**src/rtl/wash_program_sequencer.sv**
```systemverilog
// wash_program_sequencer: timed washing-machine program controller.
//   Sequence: lock, fill, heat, wash, drain, RINSE_N rinse rounds (fill, rinse, drain), spin,
//   unlock. Fill/heat timeouts go to an error state, and abort drains and returns to idle.
//   Optional feature macro: WPS_PAUSE_EN (adds pause_i, which freezes the running phase).
// Ports:
//   clk, rst_n            clock, asynchronous active-low reset
//   pause_i               freeze request (only with WPS_PAUSE_EN)
//   start_i, abort_i      front-panel levels
//   full_i, hot_i         water-level and temperature sensors
//   valve_o .. door_lock_o  registered actuator drives
//   busy_o, done_o        status; done_o pulses for one cycle in UNLOCK
//   err_code_o            01 fill timeout, 10 heat timeout; non-zero only in ERROR
//   phase_o               current state code
module wash_program_sequencer #(
    parameter int unsigned CNT_W    = 16,
    parameter int unsigned TICK_DIV = 50,
    parameter int unsigned FILL_TO  = 200,
    parameter int unsigned HEAT_TO  = 400,
    parameter int unsigned WASH_T   = 300,
    parameter int unsigned RINSE_T  = 120,
    parameter int unsigned DRAIN_T  = 100,
    parameter int unsigned RINSE_N  = 2,
    parameter int unsigned SPIN_T   = 150
) (
    input  logic       clk,
    input  logic       rst_n,
`ifdef WPS_PAUSE_EN
    input  logic       pause_i,
`endif
    input  logic       start_i,
    input  logic       abort_i,
    input  logic       full_i,
    input  logic       hot_i,
    output logic       valve_o,
    output logic       heater_o,
    output logic       motor_o,
    output logic       pump_o,
    output logic       door_lock_o,
    output logic       busy_o,
    output logic       done_o,
    output logic [1:0] err_code_o,
    output logic [3:0] phase_o
);

    typedef enum logic [3:0] {
        StIdle       = 4'd0,
        StLock       = 4'd1,
        StFill       = 4'd2,
        StHeat       = 4'd3,
        StWash       = 4'd4,
        StDrain      = 4'd5,
        StRfill      = 4'd6,
        StRinse      = 4'd7,
        StRdrain     = 4'd8,
        StSpin       = 4'd9,
        StUnlock     = 4'd10,
        StAbortDrain = 4'd11,
        StError      = 4'd15
    } state_e;

    localparam int unsigned PW = (TICK_DIV > 1) ? $clog2(TICK_DIV) : 1;
    // One spare count so rinse_q + 1 never wraps, even with RINSE_N = 0.
    localparam int unsigned RW = $clog2(RINSE_N + 2);

    localparam logic [PW-1:0]    PrescLast = PW'(TICK_DIV - 1);
    localparam logic [CNT_W-1:0] LockLast  = '0;
    localparam logic [CNT_W-1:0] FillLast  = CNT_W'(FILL_TO - 1);
    localparam logic [CNT_W-1:0] HeatLast  = CNT_W'(HEAT_TO - 1);
    localparam logic [CNT_W-1:0] WashLast  = CNT_W'(WASH_T - 1);
    localparam logic [CNT_W-1:0] RinseLast = CNT_W'(RINSE_T - 1);
    localparam logic [CNT_W-1:0] DrainLast = CNT_W'(DRAIN_T - 1);
    localparam logic [CNT_W-1:0] SpinLast  = CNT_W'(SPIN_T - 1);
    localparam logic [RW-1:0]    RinseNum  = RW'(RINSE_N);

    state_e           state_q, state_d;
    logic [PW-1:0]    presc_q, presc_d;
    logic [CNT_W-1:0] tmr_q, tmr_d;
    logic [RW-1:0]    rinse_q, rinse_d, rinse_inc;
    logic [1:0]       err_d;
    logic             pause_w, abort_take, hold, tick, state_chg;

`ifdef WPS_PAUSE_EN
    assign pause_w = pause_i;
`else
    assign pause_w = 1'b0;
`endif

    assign rinse_inc = rinse_q + 1'b1;

    always_comb begin
        abort_take = abort_i &&
                     (((state_q >= StLock) && (state_q <= StSpin)) || (state_q == StError));
        // Pause freezes everything, including sensor decisions; abort overrides it.
        hold       = pause_w && !abort_take &&
                     (((state_q >= StFill) && (state_q <= StSpin)) || (state_q == StAbortDrain));
        tick       = (presc_q == PrescLast) && !hold;

        state_d = state_q;
        rinse_d = rinse_q;
        err_d   = err_code_o;

        if (abort_take) begin
            state_d = StAbortDrain;
        end else if (!hold) begin
            case (state_q)
                StIdle: begin
                    rinse_d = '0;
                    if (start_i) state_d = StLock;
                end
                StLock:  if (tick && tmr_q == LockLast) state_d = StFill;
                StFill, StRfill: begin
                    // Sensor is checked first so it wins over a coincident timeout.
                    if (full_i) begin
                        state_d = (state_q == StFill) ? StHeat : StRinse;
                    end else if (tick && tmr_q == FillLast) begin
                        state_d = StError;
                        err_d   = 2'b01;
                    end
                end
                StHeat: begin
                    if (hot_i) begin
                        state_d = StWash;
                    end else if (tick && tmr_q == HeatLast) begin
                        state_d = StError;
                        err_d   = 2'b10;
                    end
                end
                StWash:  if (tick && tmr_q == WashLast) state_d = StDrain;
                StDrain: begin
                    if (tick && tmr_q == DrainLast) state_d = (RINSE_N > 0) ? StRfill : StSpin;
                end
                StRinse: if (tick && tmr_q == RinseLast) state_d = StRdrain;
                StRdrain: begin
                    if (tick && tmr_q == DrainLast) begin
                        rinse_d = rinse_inc;
                        state_d = (rinse_inc < RinseNum) ? StRfill : StSpin;
                    end
                end
                StSpin:       if (tick && tmr_q == SpinLast) state_d = StUnlock;
                StUnlock:     state_d = StIdle;
                StAbortDrain: if (tick && tmr_q == DrainLast) state_d = StIdle;
                StError:      state_d = StError;
                default:      state_d = StIdle;
            endcase
        end

        if (state_d != StError) err_d = 2'b00;

        state_chg = (state_d != state_q);

        if (state_chg || tick) begin
            presc_d = '0;
        end else if (hold) begin
            presc_d = presc_q;
        end else begin
            presc_d = presc_q + 1'b1;
        end

        // Tick counter saturates rather than wrapping.
        if (state_chg) begin
            tmr_d = '0;
        end else if (tick && (tmr_q != '1)) begin
            tmr_d = tmr_q + 1'b1;
        end else begin
            tmr_d = tmr_q;
        end
    end

    always_ff @(posedge clk or negedge rst_n) begin
        if (!rst_n) begin
            state_q     <= StIdle;
            presc_q     <= '0;
            tmr_q       <= '0;
            rinse_q     <= '0;
            valve_o     <= 1'b0;
            heater_o    <= 1'b0;
            motor_o     <= 1'b0;
            pump_o      <= 1'b0;
            door_lock_o <= 1'b0;
            busy_o      <= 1'b0;
            done_o      <= 1'b0;
            err_code_o  <= 2'b00;
            phase_o     <= 4'd0;
        end else begin
            state_q     <= state_d;
            presc_q     <= presc_d;
            tmr_q       <= tmr_d;
            rinse_q     <= rinse_d;
            // Outputs decode the next state so they move on the same edge as phase.
            valve_o     <= !hold && (state_d == StFill || state_d == StRfill);
            heater_o    <= !hold && (state_d == StHeat);
            motor_o     <= !hold && (state_d == StWash || state_d == StRinse ||
                                     state_d == StSpin);
            pump_o      <= !hold && (state_d == StDrain || state_d == StRdrain ||
                                     state_d == StSpin || state_d == StAbortDrain);
            door_lock_o <= (state_d != StIdle) && (state_d != StUnlock);
            busy_o      <= (state_d != StIdle);
            done_o      <= (state_d == StUnlock);
            err_code_o  <= err_d;
            phase_o     <= state_d;
        end
    end

endmodule
```
**config.mk**
```make
export PLATFORM = sky130hd
export DESIGN_NAME = wash_program_sequencer
export DESIGN_NICKNAME = d
export VERILOG_FILES = /design/src/rtl/wash_program_sequencer.sv
export SDC_FILE = /design/constraint.sdc
export NUM_CORES = 1
export LEC_CHECK = 0
export ABC_AREA = 1
export BUFFER_PORTS_ARGS = -buffer_cell sky130_fd_sc_hd__buf_4
export CORE_MARGIN = 2
export CORE_UTILIZATION = 58
export CTS_CLUSTER_DIAMETER = 40
export DETAILED_ROUTE_END_ITERATION = 16
export PLACE_DENSITY = 0.77
export SLEW_MARGIN = 20
export SYNTH_ARGS = -nofsm -noshare
export SYNTH_HDL_FRONTEND = slang
export SYNTH_SLANG_ARGS = --single-unit
```
**constraint.sdc**
```tcl
create_clock -name clk -period 2.4 [get_ports clk]
set_input_delay 0.24 -clock clk [delete_from_list [all_inputs] [get_ports clk]]
set_output_delay 0.24 -clock clk [all_outputs]
set_load 0.005 [all_outputs]
```
* Word-level counts from Yosys, hierarchy flattened *
Cells that the tools add are included.

storage, ports and cells
  flip-flop bits (word level) = 37
  input port bits = 6
  output and inout bits = 13
  word-level logic and storage cells = 113

operators by class
  add/sub/neg operators = 3
  $lt $le $gt $ge = 3
  equality and inequality tests = 38
  mux-type cells = 28
  bitwise logic cells = 1
  reduce and logical (&&, ||, !) cells = 28

operators by type and width
  cell                                                               count
  2-to-1 mux 4 bit                                                   14
  one-hot mux 4 bit (11 select lines)                                1
  equality test 16 x 7 -> 1 bit, second input constant               2
  equality test 16 x 8 -> 1 bit, second input constant               2
  equality test 16 x 9 -> 1 bit, second input constant               2
  equality test 4 x 3 -> 1 bit, second input constant                8
  equality test 4 bit, second input constant                         8
  2-to-1 mux 16 bit                                                  2
  adder 16 x 1 -> 16 bit, second input constant                      1
  equality test 4 x 2 -> 1 bit, second input constant                4
  logical NOT 16 bit                                                 1
  != test 16 bit, second input constant                              1
  2-to-1 mux 2 bit                                                   7
  != test 3 bit, second input constant                               4
  logical AND 1 bit                                                  11
  logical OR 1 bit                                                   8
  != test 4 bit, second input constant                               2
  one-hot mux 2 bit (2 select lines)                                 2
  adder 6 x 1 -> 6 bit, second input constant                        1
  equality test 6 bit, second input constant                         1
  2-to-1 mux 6 bit                                                   1
  AND reduction 6 bit                                                1
  equality test 4 x 1 -> 1 bit, second input constant                1
  greater-or-equal comparator 4 x 1 -> 1 bit, second input constant  1
  other kinds (14)                                                   15

* Longest topological paths before layout *
  depth after elaboration = 10
  depth in mapped cells = 18

* Worst setup path after synthesis *
Ideal clock, no wire load.

  path type = register to register
  from = reg presc_q[1]
  to = reg tmr_q[5]
  arrival = 1.902 ns
  data required time = 2.276 ns
  setup slack = 0.374 ns
  stages on the path, launching flop included = 16
  path buffers = 2
  path through = dfrtp_1 > inv_1 > ha_1 > nand3_2 > nor2_4 > buf_6 > nand3_2 > a21boi_1 > nand2_1 > o21ai_2 > nand2_1 > nand2_1 > nor2_4 > nand2_4 > buf_12 > nor2_4

between the ends
  longest elaborated chain between the ends = 8
  elaborated cells on any way between the ends = 25

RTL lines
  what                                                            line      source
  start: declaration                                              76        logic [PW-1:0] presc_q, presc_d;
  start signal: assignment                                        186       presc_q <= presc_d;
  equality test 6 bit *                                           96        tick = (presc_q == PrescLast) && !hold;
  logical AND 1 bit, on equally long branches                     123, 115
  2-to-1 mux 4 bit, on equally long branches                      123, 115
  2-to-1 mux 4 bit, on equally long branches                      121, 113
  one-hot mux 4 bit (11 select lines)                             105       case (state_q)
  2-to-1 mux 4 bit                                                102       if (abort_take) begin
  != test 4 bit                                                   149       state_chg = (state_d != state_q);
  2-to-1 mux 16 bit / nonzero test 2 bit (equally long branches)  -
  end signal: assignment                                          187       tmr_q <= tmr_d;
  end: declaration                                                77        logic [CNT_W-1:0] tmr_q, tmr_d;

Every way passes the cells marked *; elsewhere a longest branch is shown, timed or not.
A chain may end at the register's enable or synchronous reset.

* Worst setup path after layout *
  from = reg tmr_q[0]
  to = reg tmr_q[15]

between the ends
  longest elaborated chain between the ends = 8
  elaborated cells on any way between the ends = 34

RTL lines
  what                                                                                   line
  equality test 16 x 9 -> 1 bit / equality test 16 x 8 -> 1 bit (equally long branches)  123, 115
  logical AND 1 bit, on equally long branches                                            123, 115
  2-to-1 mux 4 bit, on equally long branches                                             123, 115
  2-to-1 mux 4 bit, on equally long branches                                             121, 113
  one-hot mux 4 bit (11 select lines)                                                    105
  2-to-1 mux 4 bit                                                                       102
  != test 4 bit                                                                          149
  2-to-1 mux 16 bit / nonzero test 2 bit (equally long branches)                         -

Parallel ways exist; a longest one is shown, timed or not. The select of a mux whose other input is x is not followed.

==> results.yml <==
status:
  status: "completed"
setup_path:
  endpoint_kind: "flip-flop"
  path_class: "reg -> reg"
  crit_path_max_fanout: 16
  max_stage_delay_ns: 0.41
  cp_cell_sequence: "ha_1 -> nand2_1 -> nor2_1 -> inv_1 -> nor2_1 -> nand3_1 -> nand2_2 -> nor2_4 -> nand4_1 -> nand2_4 -> nor2_4 -> nand2_8 -> nor2_1"
  critPathLaunchType: "flip-flop"
  slowest_stage: "dfrtp_1"
  crit_required_ns: 2.61
  rrSetupSlack_ns: 0.09
  critPathArrivalTime_ns: 2.52
  crit_path_frequent_cell: "nor2_1"
yosys:
  syn_avg_cell_area_um2: 7.73
  ys_ff_latch: 37
  yosys_warnings: 0
  yosys-top-cells-area: "dfrtp_1 35%, nand2_1 9.4%, nor2_1 8.6%"
  synth_top_cell_by_area: "dfrtp_1"
  synth.top_cell.area_share_pct: 34.6
  async_flop_share_pct: 100
  netlist_area_mm2: 0.00267
  syn_inst: 346
  yosysUniqueCellTypes: 30
  syn_nets: 357
  synthFlopType: "dfrtp_1"
  synth_edf_count: 0
  yosysSeqAreaShare_pct: 34.6
timing:
  worst_slack_ns: 0.0897
  setup_tns_ns: 0
  slew_headroom_pct: 68.6
  worst_slew_pin_slew_ns: 0.471
  finClkSkew_ns: 0.0109
  slew_viol_final: 0
  finalHoldViolations: 0
  setup_violations: 0
  post-route-period-util_pct: 96.3
  rsz0062_at_grt: "yes"
  whs_ns: 0.377
  post-route-min-period_ns: 2.31
  max_clock_freq_ghz: 0.433
floorplanning:
  pin_count: 19
  core_area_mm2: 0.00438
  die_w_um: 71.9
  rows: 24
  dieArea_mm2: 0.00517
  start_util_pct: 61.0
  die_y_um: 71.9
final_layout:
  nFillCells: 370
  layout_commonest_cell: "nand2_1"
  area_delta_synth_final_pct: 14.1
  layout.nets: 387
  final_layout_size_suffix_gt1_share_pct: 26.3
  layout.core_utilization_pct: 69.6
  stdcell_area_mm2: 0.00305
  antenna_cells: 0
  final_cell_mix: "67 x nand2_1, 58 x nor2_1, 37 x dfrtp_1, 34 x inv_1"
place:
  hpwl_mm: 4.21
  preCtsSetupSlack_ns: -0.0215
  placed_area_mm2: 0.00288
  portBuffers: 18
  place_congestion: 0.954
pwr:
  irDropWorstVdd_v: 0.000665
  leakage_nw: 1.40
  power.density_mw_per_mm2: 1090
detailed_routing:
  viasPerCell: 5.28
  firstDrtPassIters: 4
  wire_per_inst_um: 12.9
  totalWireLength_mm: 5.52
  via_count: 2266
  drtIter0Drc: 172
  drcViolationCount: 0
  drtAntennaViolNets: 0
clock_network:
  clock_latency_ns: 0.29
  clock_sinks: 37
  htreeDepth: 2
  cts_made_buffers: 5
  root_buffer: "clkbuf_8"
  cts_tree: "built"
  clockBufferDepth: 2
  cts.clk_slew.worst_paths_ns: 0.08
flow_run:
  cap_violations: 0
global_routing:
  grt_pass1_wl_mm: 9.56
  grt-ovfl-total: 0
  grt_usage_pct: 23.4
  antenna_found_initial: 0
  grt_pass1_vias: 2154
  grt_max_degree: 38
min_path:
  holdCritPathClass: "in -> reg"
per-stage QoR:
stage	std cells	power [mW]
floorplan	346	2.32
global placement	418	2.68
detailed placement	418	2.70
CTS	428	3.29
global route	429	3.59
finish	429	3.33
critical path, delay by kind of cell (launching register included):
family	cells	cell delay (ns)
DFF	1	0.41
and+or+nand+nor	11	1.49
buffers and inverters	1	0.08
adders and majority gates	1	0.25
logic make-up after synthesis:
logic type	count (synthesis)	synth area share (%)
XOR/XNOR	19	6.22
AND/OR/NAND/NOR	220	45.3
flip-flops	37	34.6
AO/OA/AOI/OAI	16	3.65
adder cells (fa/ha/maj)	5	2.34
buffers and inverters	49	7.86
sequential cells by signal (all words and copies together), names as in the netlist:
name	count
tmr_q	16
presc_q	6
state_q	4
err_code_o	2
rinse_q	2
busy_o	1
done_o	1
door_lock_o	1
heater_o	1
motor_o	1
pump_o	1
valve_o	1
cell type report:
class	instances	area, um^2	area share, %
clock inverter	2	37.5	1.23
sequential	37	926	30.3
inverter	45	169	5.54
multi-input combinational	260	1550	50.9
clock buffer	6	82.6	2.71
timing repair buffer	27	218	7.13
tap	52	65.1	2.13
path summary, 6_finish.rpt:
kind / start / to / cells past startpoint
worst max-delay path: tmr_q[0] / tmr_q[15] / 13
worst min-delay path: hot_i / err_code_o[1] / 4
worst max register to register: tmr_q[0] / tmr_q[15] / 13
worst min register to register: presc_q[0] / presc_q[0] / 1
max in group asynchronous: rst_n / tmr_q[14] / 2
min in group asynchronous: rst_n / tmr_q[5] / 2
synth_stat cells (5+ instances only):
master,number
xor2_1,18
nor2_2,7
o21ai_0,7
nor2_4,15
nand2_2,13
nand3_1,25
ha_1,5
inv_2,11
nand2_1,67
dfrtp_1,37
nand4_1,11
nor2_1,61
inv_1,34
what timing repair did:
action                     4_1_cts  5_1_grt
resized for setup                0        4
pin swaps                        1        1
hold endpoints to repair        37        0
hold buffers                     1        0
setup endpoints to repair       16       16
buffers inserted                 1        1
gates cloned                     0        0
power breakdown:
group          switching, mW  total, mW  internal (mW)
Clock                  0.232      0.570          0.338
Combinational           1.27       1.93          0.661
Sequential             0.102      0.830          0.728
routing by layer:
layer,vias to the layer above,routed length (um),global-route usage [%]
li1,1150,-,-
met1,1052,2600,33.7
met2,56,2610,37.2
met3,8,240,3.75
met4,0,70,6.08
met5,-,0,0
Power figures use the tool's default switching activity.
